[src/rtl/cpu_seq_pkg.sv]
// Shared types and constants for the CPU T-state sequencer.
package cpu_seq_pkg;

    typedef enum logic [1:0] {
        StIntSeq,
        StFetch,
        StExec,
        StJam
    } seq_state_t;

    typedef enum logic [1:0] {
        INT_NONE = 2'd0,
        INT_RST  = 2'd1,
        INT_NMI  = 2'd2,
        INT_IRQ  = 2'd3
    } int_kind_t;

    localparam logic [7:0] BRK_OPCODE = 8'h00;
    localparam logic [2:0] T_MAX      = 3'd6;

endpackage

[src/rtl/op_timing_lut.sv]
// Per-opcode timing table, decoded from the aaabbbcc opcode fields instead of a literal ROM.
module op_timing_lut (
    input  logic [7:0] opcode,
    output logic [2:0] base_cycles,
    output logic       page_penalty,
    output logic       is_branch,
    output logic       is_jam
);

    logic [2:0] w_aaa;
    logic [2:0] w_bbb;
    logic [1:0] w_cc;
    logic       w_st;
    logic       w_ld;
    logic       w_rmw;

    assign w_aaa = opcode[7:5];
    assign w_bbb = opcode[4:2];
    assign w_cc  = opcode[1:0];
    assign w_st  = (w_aaa == 3'd4);
    assign w_ld  = (w_aaa == 3'd5);
    assign w_rmw = ~w_st & ~w_ld;

    always_comb begin
        base_cycles  = 3'd2;
        page_penalty = 1'b0;
        is_branch    = 1'b0;
        is_jam       = 1'b0;
        unique case (w_cc)
            2'b00: begin
                unique case (w_bbb)
                    3'd0: base_cycles = (w_aaa == 3'd0) ? 3'd7 : (w_aaa <= 3'd3) ? 3'd6 : 3'd2;
                    3'd1: base_cycles = 3'd3;
                    3'd2: base_cycles = (w_aaa > 3'd3) ? 3'd2 : (w_aaa[0] ? 3'd4 : 3'd3);
                    3'd3: base_cycles = (w_aaa == 3'd2) ? 3'd3 : (w_aaa == 3'd3) ? 3'd5 : 3'd4;
                    3'd4: is_branch = 1'b1;
                    3'd5: base_cycles = 3'd4;
                    3'd6: base_cycles = 3'd2;
                    3'd7: begin
                        base_cycles  = w_st ? 3'd5 : 3'd4;
                        page_penalty = ~w_st;
                    end
                endcase
            end
            2'b01: begin
                unique case (w_bbb)
                    3'd0: base_cycles = 3'd6;
                    3'd1: base_cycles = 3'd3;
                    3'd2: base_cycles = 3'd2;
                    3'd3: base_cycles = 3'd4;
                    3'd4: begin
                        base_cycles  = w_st ? 3'd6 : 3'd5;
                        page_penalty = ~w_st;
                    end
                    3'd5: base_cycles = 3'd4;
                    3'd6, 3'd7: begin
                        base_cycles  = w_st ? 3'd5 : 3'd4;
                        page_penalty = ~w_st;
                    end
                endcase
            end
            2'b10: begin
                unique case (w_bbb)
                    3'd0: is_jam = (w_aaa <= 3'd3);
                    3'd1: base_cycles = w_rmw ? 3'd5 : 3'd3;
                    3'd2: base_cycles = 3'd2;
                    3'd3: base_cycles = w_rmw ? 3'd6 : 3'd4;
                    3'd4: is_jam = 1'b1;
                    3'd5: base_cycles = w_rmw ? 3'd6 : 3'd4;
                    3'd6: base_cycles = 3'd2;
                    3'd7: begin
                        base_cycles  = w_rmw ? 3'd7 : (w_st ? 3'd5 : 3'd4);
                        page_penalty = w_ld;
                    end
                endcase
            end
            2'b11: begin
                // 8-cycle illegal RMW forms clamp to 7: t_state cannot go past T6
                unique case (w_bbb)
                    3'd0: base_cycles = w_rmw ? 3'd7 : 3'd6;
                    3'd1: base_cycles = w_rmw ? 3'd5 : 3'd3;
                    3'd2: base_cycles = 3'd2;
                    3'd3: base_cycles = w_rmw ? 3'd6 : 3'd4;
                    3'd4: begin
                        base_cycles  = w_rmw ? 3'd7 : (w_st ? 3'd6 : 3'd5);
                        page_penalty = w_ld;
                    end
                    3'd5: base_cycles = w_rmw ? 3'd6 : 3'd4;
                    3'd6, 3'd7: begin
                        base_cycles  = w_rmw ? 3'd7 : (w_st ? 3'd5 : 3'd4);
                        page_penalty = w_ld;
                    end
                endcase
            end
        endcase
    end

endmodule

[src/rtl/cpu_timing_sequencer.sv]
// T-state sequencer: opcode fetch strobes, per-instruction cycle counting,
// reset/NMI/IRQ entry sequencing and JAM halt.
module cpu_timing_sequencer
    import cpu_seq_pkg::*;
#(
    parameter int unsigned RST_CYCLES = 7
) (
    input  logic       clk,
    input  logic       reset_n,
    input  logic       cpu_en,
    input  logic [7:0] rd,
    input  logic [7:0] op_in,
    input  logic       page_cross,
    input  logic       branch_taken,
    input  logic       nmi_req,
    input  logic       irq_req,
    input  logic       irq_mask,
    output logic       op_write,
    output logic [7:0] op_wd,
    output logic       sync,
    output logic [2:0] t_state,
    output logic       last_cycle,
    output logic       int_seq,
    output logic [1:0] int_kind,
    output logic       jam
);

    localparam logic [2:0] SEQ_LAST = 3'(RST_CYCLES - 1);

    seq_state_t r_state, w_state_nxt;
    int_kind_t  r_kind, w_kind_nxt;
    logic [2:0] r_t, w_t_nxt;
    logic       r_nmi_pend, w_nmi_pend_nxt;
    logic       r_nmi_prev;

    logic [2:0] w_base;
    logic       w_pen;
    logic       w_br;
    logic       w_jam_op;
    logic       w_nmi_any;
    logic       w_exec_last;
    logic       w_sample;

    op_timing_lut u_lut (
        .opcode      (op_in),
        .base_cycles (w_base),
        .page_penalty(w_pen),
        .is_branch   (w_br),
        .is_jam      (w_jam_op)
    );

    // A same-cycle edge counts as pending so it is taken at this boundary
    assign w_nmi_any      = r_nmi_pend | (nmi_req & ~r_nmi_prev);
    assign w_nmi_pend_nxt = w_sample ? 1'b0 : w_nmi_any;

    always_comb begin
        w_exec_last = 1'b0;
        if (w_br) begin
            case (r_t)
                3'd1:    w_exec_last = ~branch_taken;
                3'd2:    w_exec_last = ~page_cross;
                default: w_exec_last = 1'b1;
            endcase
        end else if (w_pen && (r_t == w_base - 3'd1)) begin
            w_exec_last = ~page_cross;
        end else begin
            w_exec_last = (r_t >= w_base - 3'd1);
        end
        if (r_t == T_MAX) begin
            w_exec_last = 1'b1;
        end
    end

    always_comb begin
        op_write    = 1'b0;
        op_wd       = rd;
        sync        = 1'b0;
        last_cycle  = 1'b0;
        int_seq     = 1'b0;
        jam         = 1'b0;
        w_sample    = 1'b0;
        w_state_nxt = r_state;
        w_t_nxt     = r_t;
        w_kind_nxt  = r_kind;
        unique case (r_state)
            StIntSeq: begin
                int_seq = 1'b1;
                if (r_t == 3'd0 && r_kind != INT_RST) begin
                    op_write = 1'b1;
                    op_wd    = BRK_OPCODE;
                end
                if (r_t == SEQ_LAST) begin
                    last_cycle = 1'b1;
                    if (r_kind == INT_RST) begin
                        w_sample = 1'b1;
                    end else begin
                        w_state_nxt = StFetch;
                        w_t_nxt     = 3'd0;
                        w_kind_nxt  = INT_NONE;
                    end
                end else begin
                    w_t_nxt = r_t + 3'd1;
                end
            end
            StFetch: begin
                sync        = 1'b1;
                op_write    = 1'b1;
                w_state_nxt = StExec;
                w_t_nxt     = 3'd1;
            end
            StExec: begin
                if (r_t == 3'd1 && w_jam_op) begin
                    jam         = 1'b1;
                    w_state_nxt = StJam;
                end else if (w_exec_last) begin
                    last_cycle = 1'b1;
                    w_sample   = 1'b1;
                end else begin
                    w_t_nxt = r_t + 3'd1;
                end
            end
            StJam: jam = 1'b1;
        endcase
        if (w_sample) begin
            w_t_nxt = 3'd0;
            if (w_nmi_any) begin
                w_state_nxt = StIntSeq;
                w_kind_nxt  = INT_NMI;
            end else if (irq_req & ~irq_mask) begin
                w_state_nxt = StIntSeq;
                w_kind_nxt  = INT_IRQ;
            end else begin
                w_state_nxt = StFetch;
                w_kind_nxt  = INT_NONE;
            end
        end
    end

    always_ff @(posedge clk or negedge reset_n) begin
        if (!reset_n) begin
            r_state    <= StIntSeq;
            r_t        <= 3'd0;
            r_kind     <= INT_RST;
            r_nmi_pend <= 1'b0;
            r_nmi_prev <= 1'b0;
        end else if (cpu_en) begin
            r_state    <= w_state_nxt;
            r_t        <= w_t_nxt;
            r_kind     <= w_kind_nxt;
            r_nmi_pend <= w_nmi_pend_nxt;
            r_nmi_prev <= nmi_req;
        end
    end

    assign t_state  = r_t;
    assign int_kind = r_kind;

endmodule

[config.mk]
export PLATFORM = sky130hd
export DESIGN_NAME = cpu_timing_sequencer
export DESIGN_NICKNAME = d
export VERILOG_FILES = /design/src/rtl/cpu_seq_pkg.sv /design/src/rtl/op_timing_lut.sv /design/src/rtl/cpu_timing_sequencer.sv
export SDC_FILE = /design/constraint.sdc
export NUM_CORES = 1
export LEC_CHECK = 0
export ABC_AREA = 1
export ABC_CLOCK_PERIOD_IN_PS = 3700
export CAP_MARGIN = 20
export CELL_PAD_IN_SITES_DETAIL_PLACEMENT = 1
export CELL_PAD_IN_SITES_GLOBAL_PLACEMENT = 2
export CORE_AREA = 2 2 56 98
export CTS_BUF_LIST = sky130_fd_sc_hd__clkbuf_8
export DETAILED_ROUTE_END_ITERATION = 10
export DIE_AREA = 0 0 58 100
export GPL_ROUTABILITY_DRIVEN = 0
export PLACE_DENSITY = 0.82
export SYNTH_ARGS = -nofsm -noshare
export SYNTH_HDL_FRONTEND = slang
export SYNTH_SLANG_ARGS = --single-unit
[constraint.sdc]
create_clock -name clk -period 3.7 [get_ports clk]
set_input_delay 0.37 -clock clk [delete_from_list [all_inputs] [get_ports clk]]
set_output_delay 0.37 -clock clk [all_outputs]
set_load 0.05 [all_outputs]
==> results of run 1 <==
layout by cell type (no fill, tap or decap), types with 2 or more instances in the layout:
cell type,n
buf_4,6
nor2_2,4
o21ai_1,5
a21oi_1,5
inv_2,6
dlymetal6s2s_1,5
clkinv_1,3
dfrtp_1,8
nand2_1,46
xor2_1,2
clkdlybuf4s50_1,35
clkbuf_8,3
nand2_2,5
inv_1,36
nand4_1,2
o21ai_0,7
nand3_2,2
nor2_1,28
nand3_1,15
o2111ai_1,2
nand3b_1,2
ha_1,13
power by group through the flow:
stage	Clock (mW)	Combinational [mW]	Sequential [mW]
global route	0.123	1.13	0.193
global placement	0	1.02	0.189
floorplan	0	0.630	0.253
detailed placement	0	1.03	0.191
CTS	0.119	1.04	0.188
finish	0.113	1.02	0.186
path summary, 6_finish.rpt:
check / endpoint / depth (start not counted)
worst max-delay path: last_cycle / 17
worst min-delay path: r_state[0] / 1
worst max register to register: r_state[0] / 14
worst min register to register: int_kind[0] / 2
max in group asynchronous: int_kind[0] / 1
min in group clk: int_kind[0] / 2
per-stage QoR:
step	util [%]	cell area [um^2]	worst slack, ns	power [mW]	hold WS (ns)
final	35.7	1810	0.256	1.32	0.454
after global routing	35.7	1810	0.0216	1.45	0.489
after CTS	35.3	1790	0.0357	1.35	0.463
after detailed placement	34.4	1750	0.0365	1.22	0.484
after global placement	34.4	1750	0.0909	1.21	0.470
after floorplan	-	1220	0.879	0.883	0.0744
sequential cells by signal, indices dropped and copies added, names as in the netlist:
signal and flops:
r_nmi_pend 1, r_state 2, int_kind 2, r_nmi_prev 1, t_state 3
area by class of cell:
type                       instances  area, um^2
clock buffer                       3        41.3
clock inverter                     1        3.75
fill                             647        3270
inverter                          44         165
multi-input combinational        148         831
sequential                         9         226
tap                               55        68.8
timing repair buffer              47         478
per-layer routing:
layer  vias to the layer above  part of all wire [%]
met2                        50                    60
met1                       703                    33
met5                         -                     0
li1                        732                     -
met4                         0                   2.4
met3                         9                   4.1
cell families after synthesis:
family / Yosys count
adder cells (fa/ha/maj): 13
AND/OR/NAND/NOR: 108
buffers and inverters: 46
flip-flops: 9
XOR/XNOR: 2
AO/OA/AOI/OAI: 25
==> impl_metrics.ini, run 1 <==
[route]
postRouteAntennaNets = 0
wl_um = 4420
num_vias = 1494
drtIter0Drc = 62
drt-wirelength-per-cell_um = 14.4
drcViolationCount = 0
first_pass_iters = 4
vias_per_cell = 4.87

[global_routing]
antenna_found_initial = 0
busiest_layer = met2
grtUsageMet3_pct = 1.03
grt_max_degree = 12
grt_use_met1_pct = 15.0
gr-usage-met2_pct = 35.1
grt_pass1_vias = 1639
grt_first_pass_wirelength_um = 7410
track_usage_pct = 16.4
grt_overflow = 0

[setup_path]
cp-start-kind = input port
crit_path_start = op_in[1]
cp_slowest_cell = clkdlybuf4s50_1
criticalPathCategory = input port to output port
r2r_start = t_state[2]
cp_max_fo = 4
worstPathArrival_ns = 3.07
cp.required_ns = 3.33
critPathBufInv = 4
max_stage_delay_ns = 0.42
crit_family = buffers and inverters
cp-end-kind = output port
rrSetupSlack_ns = 1.67
cp_cell_sequence = clkdlybuf4s50_1 > buf_4 > nor2_1 > o2111ai_1 > o22ai_1 > ha_1 > xor2_1 > ha_1 > a21oi_1 > nand3_1 > nand2_1 > clkinv_1 > nand2_1 > nand2_2 > nand3_4 > nand2_2 > buf_12

[die]
die_height_um = 100
io_pins = 42
fp-row-count = 35
dieArea_mm2 = 0.00580
dieWidth_um = 58
start_util_pct = 24.1
core_area_mm2 = 0.00508

[clocking]
cts_max_level = 1
numCtsBuffers = 3
clock_latency_ns = 0.23
cts_tree = yes
clkSlewWorstSetupHoldPaths_ns = 0.05
post-cts-setup-buffers = 0
cts_resized = 0
cts.sinks = 9
cts-root-buf = clkbuf_8
clk_path_buf_depth = 2
ctsHoldBuffers = 0

[synth]
synthTopCellsByArea = dfrtp_1 16%, nand2_1 14%, ha_1 13%, inv_1 11%, nor2_1 9.2%
muxShareOfSynthArea_pct = 0
avgSynthCellArea_um2 = 6.03
yosys-top-cells-count = 47 x nand2_1, 35 x inv_1, 30 x nor2_1
synth-simple-area-share_pct = 40.1
netlist_instances = 203
synthesis.area_mm2 = 0.00122
synth_top_area_share_pct = 16.3
synthArstFlopShare_pct = 100
yosysMostFrequentCell = nand2_1
seq_area_frac_synth_pct = 18.5
synth_adder_area_share_pct = 13.3
synth_nets = 240
synth-seq-cells = 9
synth-edff-count = 0
synth_top_family_by_area = simple AND/OR/NAND/NOR gates
yosysTopAreaCell = dfrtp_1
synth_compound_area_share_pct = 12.4
synthXorXnorAreaFrac_pct = 1.43
ys.flop_type = dfrtp_1
synth_cell_types = 30
synth_warnings = 0

[pwr]
powerDensity_mw_per_mm2 = 729
pwr-share-seq_pct = 14.1
switching_share_pct = 57.0
p_leak_nw = 0.951
switchingPower_mw = 0.754
p_clk_share_pct = 8.6
p_int_mw = 0.568
pwr-share-comb_pct = 77.4
irDropWorstVdd_mv = 0.409

[finish]
syn2layout_area_growth_pct = 48.1
drive_gt1_share_pct = 12.3
finalNonFillerCells = 307
antenna_cells = 0
final_nets = 290

[sta]
setup_viol = 0
fin_crit_sh_pct = 93.1
fin_setup_tns_ns = 0
rsz0062_at_grt = false
finalCriticalPeriod_ns = 3.44
slew_headroom_pct = 65.4
finalHoldViolCount = 0
fin_skew_ns = 0.000894
fmax_mhz = 290
finalMaxSlewViolations = 0
worst_pin_slew_ns = 0.518

[worst_hold_path]
hold_path.class = input port to asynchronous set/reset pin

[place]
hpwl_um = 3750
port_buffers = 41
dp_cells = 303

[job]
drv_cap = 0

[status]
outcome = completed
Note: power is estimated with default switching activity, not from simulation.
==> run 2, diff against run 1 <==
Settings changed: ABC_CLOCK_PERIOD_IN_PS 3700 to 3580, CELL_PAD_IN_SITES_GLOBAL_PLACEMENT 2 to 1, PLACE_DENSITY 0.82 to 0.64.
Clock period 3.7 ns to 3.58 ns, I/O delays scaled along.
==> run 2 against run 1 <==
Clock power increased by 12%. Sequential share of layout area fell by 0.44 points. Die area unchanged. Flip-flop and latch count unchanged. Core utilization grew 1.3 points. Register-to-register slack lost 0.17 ns. Total power rose by 5.1%. Worst setup slack got worse by 0.0018 ns. Clock-buffer cell count unchanged. Routed wire length is 1.7% lower. Worst hold slack got worse by 0.031 ns. Highest routed layer unchanged.
==> impl_metrics.ini, run 2 (same netlist as run 1, synthesis figures left out) <==
[route]
vias_per_cell = 4.73
wl_um = 4340
drtIter0Drc = 49
first_pass_iters = 4
drcViolationCount = 0
postRouteAntennaNets = 0
num_vias = 1481
drt-wirelength-per-cell_um = 13.9

[place]
dp_cells = 307
port_buffers = 41
dp_slack_ns = -0.0346
hpwl_um = 3660

[global_routing]
track_usage_pct = 15.9
grt_overflow = 0
grt_pass1_vias = 1557
grt_max_degree = 10
antenna_found_initial = 0
grt_first_pass_wirelength_um = 7100

[sta]
fin_skew_ns = 0.0103
setup_viol = 0
finalHoldViolCount = 0
setup_ws_ns = 0.254
finalCriticalPeriod_ns = 3.33
fmax_mhz = 301
fin_crit_sh_pct = 92.9
finalMaxSlewViolations = 0
slew_headroom_pct = 65.9
fin_setup_tns_ns = 0
worst_pin_slew_ns = 0.511

[pwr]
irDropWorstVdd_mv = 0.405
p_total_mw = 1.39
powerDensity_mw_per_mm2 = 739
p_leak_nw = 0.983

[clocking]
cts-root-buf = clkbuf_8
numCtsBuffers = 3
cts_max_level = 1
clk_path_buf_depth = 2
clkSlewWorstSetupHoldPaths_ns = 0.06
ctsHoldBuffers = 0
cts_tree = yes
cts.sinks = 9
clock_latency_ns = 0.25

[setup_path]
cp.required_ns = 3.22
worstPathArrival_ns = 2.97
cp-start-kind = input port
criticalPathCategory = input port to output port
cp_max_fo = 8
cp-end-kind = output port

[finish]
drive_gt1_share_pct = 17.4
largest_reg_flops = 3
final_cell_mix = 45 x nand2_1, 33 x inv_1, 33 x clkdlybuf4s50_1
final_common_cell = nand2_1
antenna_cells = 0
finalNonFillerCells = 313
syn2layout_area_growth_pct = 53.5
final_nets = 296

[worst_hold_path]
hold_path.class = input port to asynchronous set/reset pin

[status]
outcome = completed

[die]
die_height_um = 100
start_util_pct = 24.1
dieWidth_um = 58
io_pins = 42
dieArea_mm2 = 0.00580
core_area_mm2 = 0.00508
fp-row-count = 35

[job]
drv_cap = 0
[run 2: timing repair]
item,4_1_cts,5_1_grt
pin swaps,1,5
endpoints found under the hold margin,0,0
setup endpoints to repair,1,1
resized for setup,4,19
buffers inserted,0,2
[run 2: final timing paths]
path	startpoint	endpoint	slack [ns]	cells past startpoint
hold reg to reg	int_kind[0]	int_kind[0]	0.49	2
setup / recovery	op_in[4]	last_cycle	0.25	19
min in group clk	int_kind[0]	int_kind[0]	0.49	2
setup reg to reg	t_state[2]	r_state[1]	1.50	15
hold / removal	reset_n	r_nmi_pend	0.42	1
max in group asynchronous	reset_n	int_kind[0]	2.82	1
[run 2: final cells by class]
cell class	instances	area, um^2
fillers	659	3200
multi-input cells	148	853
repair buffers	53	520
flip-flops and latches	9	226
inverters	44	165
well taps	55	68.8
clock buffers	3	41.3
clock inverters	1	5.00
[run 2: routing by layer]
| metal | share of wire (%) | global-route usage, % |
|---|---|---|
| met3 | 2.8 | 1.03 |
| met5 | 0 | 0 |
| met4 | 3.5 | 6.44 |
| met1 | 33 | 14.9 |
| met2 | 60 | 33.1 |
[run 2: worst max-delay path, stage by stage]
cell and delay [ns]:
dlygate4sd2_1 0.39, buf_4 0.19, nor2_1 0.04, nand3_1 0.09, o2111ai_1 0.13, a32o_1 0.22
inv_1 0.08, ha_1 0.15, xor2_1 0.16, ha_1 0.30, a21oi_2 0.16, nand3_1 0.10
nand2_1 0.08, clkinv_1 0.06, nand2_1 0.06, nand2_2 0.06, nand3_4 0.10, nand2_4 0.07
buf_12 0.15
[run 2: metrics by stage]
stage                     area [um^2]  utilization, %  hold slack, ns
after floorplan                  1220               -          0.0624
after global placement           1780            35.0           0.470
after global routing             1880            37.0           0.464
after CTS                        1830            36.0           0.438
final                            1880            37.0           0.423
after detailed placement         1780            35.0           0.480
[run 2: report_power, final]
| part | internal [mW] | switching [mW] | leakage, nW | total (mW) |
|---|---|---|---|---|
| registers | 0.144 | 0.0494 | 0.111 | 0.193 |
| clock network | 0.0766 | 0.0501 | 0.0255 | 0.127 |
| logic | 0.377 | 0.693 | 0.847 | 1.07 |
| total | 0.597 | 0.793 | 0.983 | 1.39 |
==> run 3, diff against run 2 <==
Settings changed: ABC_CLOCK_PERIOD_IN_PS 3580 to 3200.
Clock period 3.58 ns to 3.2 ns, I/O delays scaled along.
==> run 3 against run 2 <==
Via count up 5.7%. Total power is 13% higher. Worst hold slack lost 0.022 ns. Core utilization is 2.5 points higher. Die area unchanged. Non-clock buffer count grew 18. First-iteration DRC count fell by 24%. Global-route usage grew 1.8 points. Cell count grew 5.8%. Critical path depth did not move. Register-to-register slack got worse by 0.43 ns.
==> impl_metrics.ini, run 3 (same netlist as run 1, synthesis figures left out) <==
[status]
outcome = completed

[finish]
final_nets = 314
drive_gt1_share_pct = 26.1
syn2layout_area_growth_pct = 63.8
final_common_cell = nand2_1
antenna_cells = 0
final_cell_mix = 46 x nand2_1, 33 x inv_1, 32 x clkdlybuf4s50_1
utilization_pct = 39.5
largest_reg_flops = 3

[route]
vias_per_cell = 4.73
wl_um = 4750
postRouteAntennaNets = 0
first_pass_iters = 4
drtIter0Drc = 37
num_vias = 1565
drt-wirelength-per-cell_um = 14.3
dr.max_layer_used = met4
met3_length_um = 115
drcViolationCount = 0
wl_met1_um = 1520
wl_met2_um = 2930

[sta]
worst_pin_slew_ns = 0.525
finalCriticalPeriod_ns = 3.05
fin_setup_tns_ns = 0
fin_crit_sh_pct = 95.2
finalHoldViolCount = 0
fin_hold_ws_ns = 0.402
fin_skew_ns = 0.000668
fmax_mhz = 328
setup_viol = 0
setup_ws_ns = 0.154
slew_headroom_pct = 64.9
finalMaxSlewViolations = 0

[die]
die_height_um = 100
start_util_pct = 24.1
fp-row-count = 35
dieArea_mm2 = 0.00580
dieWidth_um = 58
core_area_mm2 = 0.00508
io_pins = 42

[clocking]
clk_path_buf_depth = 2
ctsHoldBuffers = 0
cts_max_level = 1
cts-root-buf = clkbuf_8
clock_latency_ns = 0.23
cts.sinks = 9
clkSlewWorstSetupHoldPaths_ns = 0.05
cts_tree = yes
numCtsBuffers = 3

[global_routing]
track_usage_pct = 17.7
antenna_found_initial = 0
grt_first_pass_wirelength_um = 7760
grt_max_degree = 10
grt_overflow = 0
grt_pass1_vias = 1673

[setup_path]
cp.required_ns = 2.88
cp-end-kind = output port
cp-start-kind = input port
rrSetupSlack_ns = 1.07
worstPathArrival_ns = 2.73
cp_max_fo = 4
criticalPathCategory = input port to output port

[worst_hold_path]
hold_path.class = input port to asynchronous set/reset pin

[pwr]
irDropWorstVdd_mv = 0.503
p_total_mw = 1.57
powerDensity_mw_per_mm2 = 784
p_leak_nw = 1.05

[place]
hpwl_um = 4020
dp_slack_ns = -0.302
port_buffers = 41

[job]
drv_cap = 0
-- run 3: per-stage QoR --
step                cells  area, um^2
global route          331        2010
detailed placement    324        1910
floorplan             203        1220
CTS                   331        1990
finish                331        2010
global placement      324        1910
-- run 3: power breakdown --
group	internal [mW]	switching (mW)
Combinational	0.443	0.783
Clock	0.0837	0.0472
Sequential	0.161	0.0559
Total	0.688	0.886
-- run 3: final cells by class --
cell class | count | area, um^2
clock inverters | 1 | 3.75
multi-input cells | 148 | 872
inverters | 44 | 165
flip-flops and latches | 9 | 226
well taps | 55 | 68.8
clock buffers | 3 | 41.3
repair buffers | 71 | 629
fillers | 676 | 3070
-- run 3: timing repair --
| action | in CTS | in global routing |
|---|---|---|
| setup endpoints to repair | 4 | 9 |
| pin swaps | 4 | 11 |
| setup buffers | 3 | 0 |
| gates resized for setup | 11 | 29 |
-- run 3: path summary, 6_finish.rpt --
check                       startpoint           to  depth (start not counted)
min reg2reg                int_kind[0]  int_kind[0]                          2
min in group clk           int_kind[0]  int_kind[0]                          2
max in group asynchronous      reset_n  int_kind[0]                          1
max                           op_in[5]   last_cycle                         19
min                            reset_n   r_state[1]                          1
max reg2reg                 t_state[2]   r_state[1]                         16
-- run 3: per-layer routing --
layer	global-route usage [%]	up-vias
met5	0	-
met4	8.59	0
met3	1.80	15
met2	36.9	42
met1	15.5	728
li1	-	780
-- run 3: critical path, cell delays in order --
cell	delay [ns]
clkdlybuf4s15_1	0.21
nor2_2	0.13
nand2_2	0.12
o2bb2ai_2	0.16
nand2_1	0.08
a32o_2	0.28
inv_2	0.06
ha_2	0.16
xor2_1	0.15
ha_1	0.29
a21oi_1	0.15
nand3_1	0.08
nand2_1	0.07
clkinv_1	0.05
nand2_1	0.07
nand2_2	0.06
nand3_4	0.07
nand2_4	0.06
buf_12	0.14
